$ cat src/rtl/fetch_defs.sv
// Shared definitions for the instruction fetch unit: FSM encoding and line geometry.
package fetch_defs;
  typedef enum logic {FETCH = 1'b0, SERVE = 1'b1} fetch_state_e;

  localparam int LINE_OFF_BITS   = 3;
  localparam int WORD_SEL_BIT    = 2;
  localparam int MEM_LATENCY_DEF = 6;
endpackage

$ cat src/rtl/instruction_fetch_unit_if.sv
// Fetch unit bus: memory line port on one side, decode handshake and redirect on the other.
interface instruction_fetch_unit_if #(
  parameter int ADDR_W  = 16,
  parameter int LINE_W  = 64,
  parameter int INSTR_W = 32
);
  logic [ADDR_W-1:0]  mem_address;
  logic [LINE_W-1:0]  mem_data_line;
  logic               redirect_valid;
  logic [ADDR_W-1:0]  redirect_pc;
  logic               instr_valid;
  logic               instr_ready;
  logic [INSTR_W-1:0] instr;
  logic [ADDR_W-1:0]  instr_pc;

  modport master (
    output mem_address, instr_valid, instr, instr_pc,
    input  mem_data_line, redirect_valid, redirect_pc, instr_ready
  );

  modport slave (
    input  mem_address, instr_valid, instr, instr_pc,
    output mem_data_line, redirect_valid, redirect_pc, instr_ready
  );
endinterface

$ cat src/rtl/fetch_line_buffer.sv
// One-line instruction buffer: holds the last fetched line, selects a word, compares tags.
module fetch_line_buffer
  import fetch_defs::*;
#(
  parameter int LINE_W  = 64,
  parameter int INSTR_W = 32,
  parameter int TAG_W   = 13
) (
  input  logic               clk,
  input  logic               rst_n,
  input  logic               capture,
  input  logic [LINE_W-1:0]  line_in,
  input  logic [TAG_W-1:0]   tag_in,
  input  logic               word_sel,
  input  logic [TAG_W-1:0]   lookup_tag,
  output logic [INSTR_W-1:0] word,
  output logic               hit
);
  logic [LINE_W-1:0] line_buf;
  logic [TAG_W-1:0]  buf_tag;
  logic              buf_valid;

  always_ff @(posedge clk or negedge rst_n) begin
    if (!rst_n) begin
      line_buf  <= '0;
      buf_tag   <= '0;
      buf_valid <= 1'b0;
    end else if (capture) begin
      line_buf  <= line_in;
      buf_tag   <= tag_in;
      buf_valid <= 1'b1;
    end
  end

  // Big-endian line: the lower-addressed word sits in the upper half.
  assign word = word_sel ? line_buf[INSTR_W-1:0] : line_buf[LINE_W-1 -: INSTR_W];
  assign hit  = buf_valid && (buf_tag == lookup_tag);
endmodule

$ cat src/rtl/instruction_fetch_unit.sv
// Instruction fetch: line fetch with fixed memory latency, one-line buffer, decode handshake, redirects.
module instruction_fetch_unit
  import fetch_defs::*;
#(
  parameter int                ADDR_W      = 16,
  parameter int                LINE_W      = 64,
  parameter int                INSTR_W     = 32,
  parameter int                MEM_LATENCY = MEM_LATENCY_DEF,
  parameter logic [ADDR_W-1:0] RESET_PC    = '0
) (
  input logic                       clk,
  input logic                       rst_n,
  instruction_fetch_unit_if.master  bus
);
  localparam int TAG_W = ADDR_W - LINE_OFF_BITS;
  localparam int CNT_W = $clog2(MEM_LATENCY + 1);
  localparam logic [CNT_W-1:0] CNT_LOAD = CNT_W'(MEM_LATENCY - 1);

  fetch_state_e       state, state_n;
  logic [ADDR_W-1:0]  pc, pc_n, addr_n, rd_pc;
  logic [CNT_W-1:0]   wait_cnt, cnt_n;
  logic               capture, rd_hit;
  logic [INSTR_W-1:0] word;

  function automatic logic [ADDR_W-1:0] line_addr(input logic [TAG_W-1:0] tag);
    return {tag, {LINE_OFF_BITS{1'b0}}};
  endfunction

  assign rd_pc = bus.redirect_pc & ~ADDR_W'(3);

  fetch_line_buffer #(.LINE_W(LINE_W), .INSTR_W(INSTR_W), .TAG_W(TAG_W)) u_buf (
    .clk        (clk),
    .rst_n      (rst_n),
    .capture    (capture),
    .line_in    (bus.mem_data_line),
    .tag_in     (pc[ADDR_W-1:LINE_OFF_BITS]),
    .word_sel   (pc[WORD_SEL_BIT]),
    .lookup_tag (rd_pc[ADDR_W-1:LINE_OFF_BITS]),
    .word       (word),
    .hit        (rd_hit)
  );

  always_ff @(posedge clk or negedge rst_n) begin
    if (!rst_n) begin
      state           <= FETCH;
      pc              <= RESET_PC;
      bus.mem_address <= line_addr(RESET_PC[ADDR_W-1:LINE_OFF_BITS]);
      wait_cnt        <= CNT_LOAD;
    end else begin
      state           <= state_n;
      pc              <= pc_n;
      bus.mem_address <= addr_n;
      wait_cnt        <= cnt_n;
    end
  end

  // mem_address only moves on FETCH entry; the memory times its latency from that change.
  always_comb begin
    state_n = state;
    pc_n    = pc;
    addr_n  = bus.mem_address;
    cnt_n   = wait_cnt;
    capture = 1'b0;
    if (bus.redirect_valid) begin
      pc_n = rd_pc;
      if (rd_hit) begin
        state_n = SERVE;
      end else begin
        state_n = FETCH;
        addr_n  = line_addr(rd_pc[ADDR_W-1:LINE_OFF_BITS]);
        cnt_n   = CNT_LOAD;
      end
    end else begin
      unique case (state)
        FETCH: begin
          if (wait_cnt == '0) begin
            capture = 1'b1;
            state_n = SERVE;
          end else begin
            cnt_n = wait_cnt - CNT_W'(1);
          end
        end
        SERVE: begin
          if (bus.instr_ready) begin
            pc_n = pc + ADDR_W'(4);
            if (pc[WORD_SEL_BIT]) begin
              state_n = FETCH;
              addr_n  = line_addr(pc[ADDR_W-1:LINE_OFF_BITS] + TAG_W'(1));
              cnt_n   = CNT_LOAD;
            end
          end
        end
        default: state_n = FETCH;
      endcase
    end
  end

  assign bus.instr_valid = (state == SERVE);
  assign bus.instr       = word;
  assign bus.instr_pc    = pc;
endmodule
$ cat src/flat_wrapper.sv
// flat-port wrapper written by rule: the top's interface ports become plain ports
module instruction_fetch_unit_flat import fetch_defs::*;
#(
  parameter int                ADDR_W      = 16,
  parameter int                LINE_W      = 64,
  parameter int                INSTR_W     = 32,
  parameter int                MEM_LATENCY = MEM_LATENCY_DEF,
  parameter logic [ADDR_W-1:0] RESET_PC    = '0
)
  (clk, rst_n, bus_mem_address, bus_instr_valid, bus_instr, bus_instr_pc, bus_mem_data_line, bus_redirect_valid, bus_redirect_pc, bus_instr_ready);
  instruction_fetch_unit_if #(.ADDR_W(ADDR_W), .LINE_W(LINE_W), .INSTR_W(INSTR_W)) bus_i ();
  input logic clk;
  input logic rst_n;
  output wire logic [$bits(bus_i.mem_address)-1:0] bus_mem_address;
  output wire logic [$bits(bus_i.instr_valid)-1:0] bus_instr_valid;
  output wire logic [$bits(bus_i.instr)-1:0] bus_instr;
  output wire logic [$bits(bus_i.instr_pc)-1:0] bus_instr_pc;
  input wire logic [$bits(bus_i.mem_data_line)-1:0] bus_mem_data_line;
  input wire logic [$bits(bus_i.redirect_valid)-1:0] bus_redirect_valid;
  input wire logic [$bits(bus_i.redirect_pc)-1:0] bus_redirect_pc;
  input wire logic [$bits(bus_i.instr_ready)-1:0] bus_instr_ready;
  assign bus_mem_address = bus_i.mem_address;
  assign bus_instr_valid = bus_i.instr_valid;
  assign bus_instr = bus_i.instr;
  assign bus_instr_pc = bus_i.instr_pc;
  assign bus_i.mem_data_line = bus_mem_data_line;
  assign bus_i.redirect_valid = bus_redirect_valid;
  assign bus_i.redirect_pc = bus_redirect_pc;
  assign bus_i.instr_ready = bus_instr_ready;
  instruction_fetch_unit #(.ADDR_W(ADDR_W), .LINE_W(LINE_W), .INSTR_W(INSTR_W), .MEM_LATENCY(MEM_LATENCY), .RESET_PC(RESET_PC)) u_core (.clk(clk), .rst_n(rst_n), .bus(bus_i));
endmodule
$ cat config.mk
export PLATFORM = sky130hd
export DESIGN_NAME = instruction_fetch_unit_flat
export DESIGN_NICKNAME = d
export VERILOG_FILES = /design/src/rtl/fetch_defs.sv /design/src/rtl/instruction_fetch_unit_if.sv /design/src/rtl/fetch_line_buffer.sv /design/src/rtl/instruction_fetch_unit.sv /design/src/flat_wrapper.sv
export SDC_FILE = /design/constraint.sdc
export NUM_CORES = 1
export LEC_CHECK = 0
export CAP_MARGIN = 20
export CORE_MARGIN = 2
export CORE_UTILIZATION = 40
export CTS_BUF_LIST = sky130_fd_sc_hd__clkbuf_4
export CTS_CLUSTER_SIZE = 20
export DETAILED_ROUTE_END_ITERATION = 6
export DONT_BUFFER_PORTS = 1
export GPL_TIMING_DRIVEN = 0
export PLACE_DENSITY = 0.64
export SYNTH_ARGS = -nofsm -noshare
export SYNTH_HDL_FRONTEND = slang
export SYNTH_SLANG_ARGS = --single-unit
$ cat constraint.sdc
create_clock -name clk -period 4.05 [get_ports clk]
set_clock_uncertainty 0.2 [all_clocks]
set_input_delay 0.81 -clock clk [delete_from_list [all_inputs] [get_ports clk]]
set_output_delay 0.81 -clock clk [all_outputs]
set_load 0.01 [all_outputs]
==> results of run 1 <==
[report_power, final]
group | internal [mW] | switching (mW) | total (mW)
Sequential | 1.50 | 0.250 | 1.75
Combinational | 0.576 | 0.416 | 0.991
Clock | 0.129 | 0.370 | 0.498
[registers in the layout (all words and copies together), names as in the netlist]
name / count
u_core.bus.instr_pc: 14
u_core.bus.instr_valid: 1
u_core.u_buf.line_buf: 64
u_core.wait_cnt: 3
u_core.bus.mem_address: 13
u_core.u_buf.buf_valid: 1
u_core.u_buf.buf_tag: 13
[synthesized netlist by cell type (all sizes together)]
library cell	instances	share of area, %
a22o	1	0.19
dfrtp	107	50
nand4	8	0.94
xnor2	18	3.0
a21boi	1	0.35
nor2	7	0.50
or2	2	0.24
buf	19	2.4
or4	1	0.21
or4b	1	0.19
clkbuf	9	0.64
conb	1	0.071
nand3b	1	0.14
nor4	1	0.12
clkinv	1	0.071
nor3	10	0.94
inv	3	0.21
ha	4	0.94
nand2	10	0.71
nor4b	1	0.28
dfstp	2	0.99
xor2	19	3.1
mux2i	2	0.38
mux2	145	31
o21ai	5	0.47
nand3	10	0.94
[cells in the final DEF (no fill, tap or decap)]
cell type / n
clkinv_1: 1
a21boi_4: 1
conb_1: 5
clkinvlp_4: 1
nand3b_1: 1
clkbuf_1: 9
or4_4: 1
clkinv_2: 2
nand2_1: 10
mux2_2: 135
a22o_2: 1
buf_1: 2
nor4b_2: 1
nor3_1: 10
mux2i_1: 2
xor2_1: 19
clkbuf_4: 9
buf_16: 1
inv_1: 3
buf_4: 8
dfrtp_1: 107
o21ai_0: 5
clkinv_4: 4
nor4_1: 1
or2_2: 2
buf_12: 1
ha_1: 4
mux2_4: 10
buf_2: 8
nor2_1: 7
nand3_1: 10
nand4_1: 8
xnor2_1: 18
dfstp_2: 2
or4b_2: 1
[cell families after synthesis]
group	share of synthesized area [%]
buffers and inverters	3.33
other	0.0707
AND/OR/NAND/NOR	5.21
flip-flops	51.5
multiplexers	31.9
AO/OA/AOI/OAI	1.01
XOR/XNOR	6.11
adder cells (fa/ha/maj)	0.943
[final timing paths]
check	start	to	slack (ps)
setup / recovery	u_core.bus.instr_pc[2]	bus_instr[28]	1020
hold / removal	rst_n	u_core.u_buf.buf_tag[7]	60
setup reg to reg	u_core.bus.instr_valid	u_core.u_buf.buf_tag[0]	1360
hold reg to reg	u_core.u_buf.buf_valid	u_core.u_buf.buf_valid	290
max in group asynchronous	rst_n	u_core.u_buf.line_buf[31]	3200
min in group clk	bus_redirect_pc[2]	u_core.bus.instr_pc[2]	250
[what timing repair did]
action,in CTS,in global routing
gates resized for setup,0,0
hold endpoints to repair,109,0
hold buffers,1,0
[layer usage]
layer / vias to the layer above / wire length [um]
met4: 0 / 257
met1: 1573 / 4570
met3: 19 / 1010
li1: 1396 / -
met2: 102 / 5280
met5: - / 0
[area by class of cell]
cell class	count	area [um^2]	area share, %
Clock inverter	7	52.6	0.924
Inverter	4	15.0	0.264
Tap cell	176	220	3.87
Sequential cell	109	2730	48.0
Buffer	28	161	2.84
Clock buffer	9	67.6	1.19
Timing Repair Buffer	1	27.5	0.484
Multi-Input combinational cell	252	2410	42.4
[metrics by stage]
step / instance area [um^2] / hold WS, ps / worst slack, ps / power (mW)
2_1_floorplan: 5320 / 240 / 1530 / 2.56
3_3_place_gp: 5540 / 252 / 1080 / 2.71
3_5_place_dp: 5540 / 258 / 1070 / 2.77
4_1_cts: 5690 / 37.0 / 918 / 3.29
5_1_grt: 5690 / 61.7 / 826 / 3.46
6_report: 5690 / 56.5 / 1020 / 3.24
==> key figures, run 1 <==
Timing
  • Slew Limit Headroom: 52.5%
  • Minimum clock period: 3030 ps
  • RSZ-0062 raised after global routing: no
  • Peak Freq: 330 MHz
  • Final Hold Vio Count: 0
  • # setup viols final: 0
  • Setup TNS: 0 ps
  • Fin. max-slew vios: 0
  • Worst-margin pin slew: 712 ps
  • Final period util: 74.9%

Logic synthesis
  • Sequential area share after synthesis: 51.5%
  • Synthesized flop and latch total: 109
  • Yosys warning total: 0
  • Synth Cell Area: 0.00531 mm^2
  • Distinct cells, synth: 30
  • Cells after synthesis: 389
  • Post-synthesis area per instance: 13.6 um^2

Placement
  • GPL Wtd Cong: 0.763
  • Buffers on Ports: 0
  • Detail Placement HPWL: 7930 um
  • Post-Place Cells: 569

CTS
  • Root Buffer: clkbuf_4
  • TritonCTS clock tree: built
  • Cts bufs inserted: 9
  • Clock Tree Buf Depth: 2
  • Clk sink count: 109
  • Clk_lat worst skew: 480 ps
  • H-Tree Depth: 3
  • Clock-pin slew on the worst setup and hold paths: 160 ps
  • Setup bufs post-CTS: 0

Drt
  • First DRT Iteration DRCs: 81
  • Vias per cell: 5.27
  • WL final: 11100 um
  • First-pass DRT Iterations: 4
  • Antenna Violating Nets Remaining: 0
  • Wire per inst: 19.0 um
  • Drc violations: 0
  • Vias: 3090

Worst setup path
  • Crit. End Element: primary output
  • Crit path cell chain: buf_4 > clkbuf_1 > mux2_2
  • WS Path Type: flop to primary output
  • Setup crit start kind: flop
  • Critical-path top delay cell: clkbuf_1
  • CP top delay family: buffers and inverters
  • Req. time, crit path: 3040 ps
  • Worst EP arrival: 2020 ps
  • Crit-path max FO: 10
  • CP Buf/Inv Count: 2
  • Worst reg2reg path depth: 5
  • CP peak stage delay: 490 ps
  • Critical Path Stages: 3

Cells and area
  • Final nets: 493
  • Final design utilization: 43.5%
  • Syn-to-layout area delta: 7.22%
  • Layout cells sized above 1: 45.9%
  • Non-Filler Instances: 586
  • ANT cells: 0
  • # fillers: 1204

Global routing
  • Global routing's busiest layer: met2
  • Total track usage: 16.2%
  • Initial antenna violation count: 0
  • Pin count of the biggest net entering global routing: 110
  • Global routing usage on met2: 26.4%
  • Number of global-route vias before repair: 3462
  • Met1 usage: 18.4%
  • Met3 Use GR: 7.09%
  • First-pass GRT wire length: 17900 um
  • Aggregate global routing overflow: 0

Die
  • Num rows: 42
  • I/O Pins: 149
  • Initial core utilization: 40.5%
  • Chip height: 119 um
  • Core area: 0.0131 mm^2
  • Full die area: 0.0142 mm^2
  • Die X-Extent: 119 um

Power
  • Pwr Density: 570 mW/mm^2
  • Leak: 2.46 nW
  • Peak supply drop: 0.000260 V

Run status
  • Status: complete, no violations

Job
  • Maxcap violations: 0

Hold path
  • Worst hold-check path type: primary input to async pin
Power figures use the tool's default switching activity.
==> run 2, diff against run 1 <==
Settings changed: PLACE_DENSITY 0.64 to 0.66.
Clock period 4.05 ns to 2.69 ns, I/O delays scaled along.
==> run 2 against run 1 <==
  * The run now ends with hold timing left
  * Core utilization up 5.8 points
  * Critical path depth unchanged
  * Global-route usage up 1.9 points
  * Die area stayed put
  * Wire length rose by 9.9%
  * Hold slack lost 540 ps
  * Clock power rose by 52%
  * Critical path type unchanged
  * Largest power group unchanged
==> key figures, run 2 (synthesis gave the netlist of run 1 again) <==
Run status
  • Failing checks: hold timing
  • Status: finished with violations

Cells and area
  • Most frequent cells in the layout: 135 x mux2_2, 107 x dfrtp_1, 77 x dlygate4sd3_1
  • Fin area: 0.00644 mm^2 (+13%)
  • ANT cells: 0 (unchanged)
  • Layout cells sized above 1: 38.9% (-7.0 points)
  • Non-Filler Instances: 662 (+13%)
  • Syn-to-layout area delta: 21.5%
  • Most common cell after layout, fill and taps aside: mux2_2
  • Biggest register: u_core.u_buf.line_buf
  • Max FFs per register: 64 (unchanged)
  • Final nets: 569 (+15%)

Worst setup path
  • R2r setup slk: 160 ps (-1200 ps)
  • Worst EP arrival: 1800 ps (-220 ps)
  • Worst reg2reg path depth: 5 (unchanged)
  • Worst setup path start: u_core.bus.instr_pc[2]
  • Worst r2r src: u_core.bus.instr_valid
  • Crit-path max FO: 10 (unchanged)
  • Req. time, crit path: 1950 ps (-1090 ps)
  • CP Capture Point: bus_instr[15]
  • WS Path Type: flop to primary output
  • Crit. End Element: primary output
  • Setup crit start kind: flop
  • Crit Reg-Reg Endpoint: u_core.u_buf.buf_tag[1]

Placement
  • GPL Wtd Cong: 0.796 (+4.3%)
  • Detail Placement HPWL: 8100 um (+2.2%)
  • Placed instance area: 0.00554 mm^2 (unchanged)
  • Buffers on Ports: 0 (unchanged)
  • Post-Place Cells: 569 (unchanged)

Drt
  • Antenna Violating Nets Remaining: 0 (unchanged)
  • WL final: 12200 um (+9.9%)
  • Vias: 3360 (+8.7%)
  • Drc violations: 0 (unchanged)
  • Wire per inst: 18.4 um (-2.7%)
  • First DRT Iteration DRCs: 134 (+65%)
  • First-pass DRT Iterations: 4 (unchanged)
  • Vias per cell: 5.08 (-3.7%)

Timing
  • Fin. max-slew vios: 0 (unchanged)
  • Final Hold Vio Count: 109 (+109)
  • RSZ-0062 raised after global routing: no
  • Minimum clock period: 2540 ps
  • Worst-margin pin slew: 686 ps (-26.6 ps)
  • Setup TNS: 0 ps (unchanged)
  • Final period util: 94.4%
  • # setup viols final: 0 (unchanged)
  • Fin Hold WS: -481 ps (-537 ps)
  • Peak Freq: 394 MHz
  • Slew Limit Headroom: 54.3% (+1.8 points)

CTS
  • H-Tree Depth: 3 (unchanged)
  • Root Buffer: clkbuf_4
  • Clock-pin slew on the worst setup and hold paths: 170 ps (about the same)
  • Setup bufs post-CTS: 0 (unchanged)
  • Cts bufs inserted: 9 (unchanged)
  • Clk sink count: 109 (unchanged)
  • Clock Tree Buf Depth: 2 (unchanged)
  • Hold_buf cts: 77 (+76)
  • Clk_lat worst skew: 470 ps (about the same)
  • TritonCTS clock tree: built

Global routing
  • Number of global-route vias before repair: 3792 (+9.5%)
  • Pin count of the biggest net entering global routing: 110 (unchanged)
  • Initial antenna violation count: 0 (unchanged)
  • Total track usage: 18.1% (+1.9 points)
  • Aggregate global routing overflow: 0 (unchanged)
  • First-pass GRT wire length: 20100 um (+12%)

Die
  • Initial core utilization: 40.5% (unchanged)
  • Core area: 0.0131 mm^2 (unchanged)
  • Die X-Extent: 119 um (unchanged)
  • Full die area: 0.0142 mm^2 (unchanged)
  • Chip height: 119 um (unchanged)
  • Num rows: 42 (unchanged)
  • I/O Pins: 149 (unchanged)

Power
  • Total chip power: 5.00 mW (+54%)
  • Leak: 2.77 nW (+13%)
  • Peak supply drop: 0.000463 V (+78%)
  • Pwr Density: 775 mW/mm^2 (+36%)

Hold path
  • Worst hold-check path type: primary input to async pin

Job
  • Maxcap violations: 0 (unchanged)
[run 2: stage by stage]
stage,setup WS (ps),util [%]
3_3_place_gp,-101,42.3
4_1_cts,29.4,49.2
3_5_place_dp,-139,42.3
6_report,150,49.2
5_1_grt,5.05,49.2
2_1_floorplan,445,-
[run 2: layout make-up]
class                      instances  area, um^2
clock inverter                     7        50.0
tap                              176         220
clock buffer                       9        67.6
multi-input combinational        252        2420
fill                            1145        6640
buffer                            28         168
timing repair buffer              77         771
inverter                           4        15.0
sequential                       109        2730
[run 2: worst min-delay path by stage]
stage	startpoint	to	slack, ps	cells after the start
final	rst_n	u_core.bus.mem_address[8]	-480	0
after global routing	rst_n	u_core.bus.instr_pc[6]	-530	0
after global placement	rst_n	u_core.bus.mem_address[8]	50	0
after detailed placement	rst_n	u_core.bus.mem_address[8]	40	0
after floorplan	rst_n	u_core.bus.instr_pc[10]	40	0
after CTS	rst_n	u_core.bus.mem_address[8]	-520	0
[run 2: worst max-delay path, cell delays in order, from the launching register on]
cell and delay (ps):
dfrtp_1 410, buf_4 200, clkbuf_2 300, mux2_2 420
[run 2: timing repair]
action | CTS | global route
pin swaps | 0 | 0
endpoints found under the setup margin | 49 | 19
gates resized for setup | 4 | 1
hold endpoints to repair | 186 | 109
[run 2: layer usage]
layer | up-vias | part of all wire (%) | global-route usage (%)
li1 | 1539 | - | -
met1 | 1693 | 42 | 20.7
met2 | 113 | 49 | 31.1
met3 | 15 | 7.9 | 6.70
met4 | 0 | 1.5 | 6.55
met5 | - | 0 | 0
[run 2: power by group]
group,internal (mW),switching (mW)
clock network,0.192,0.564
logic,0.941,0.633
registers,2.27,0.401
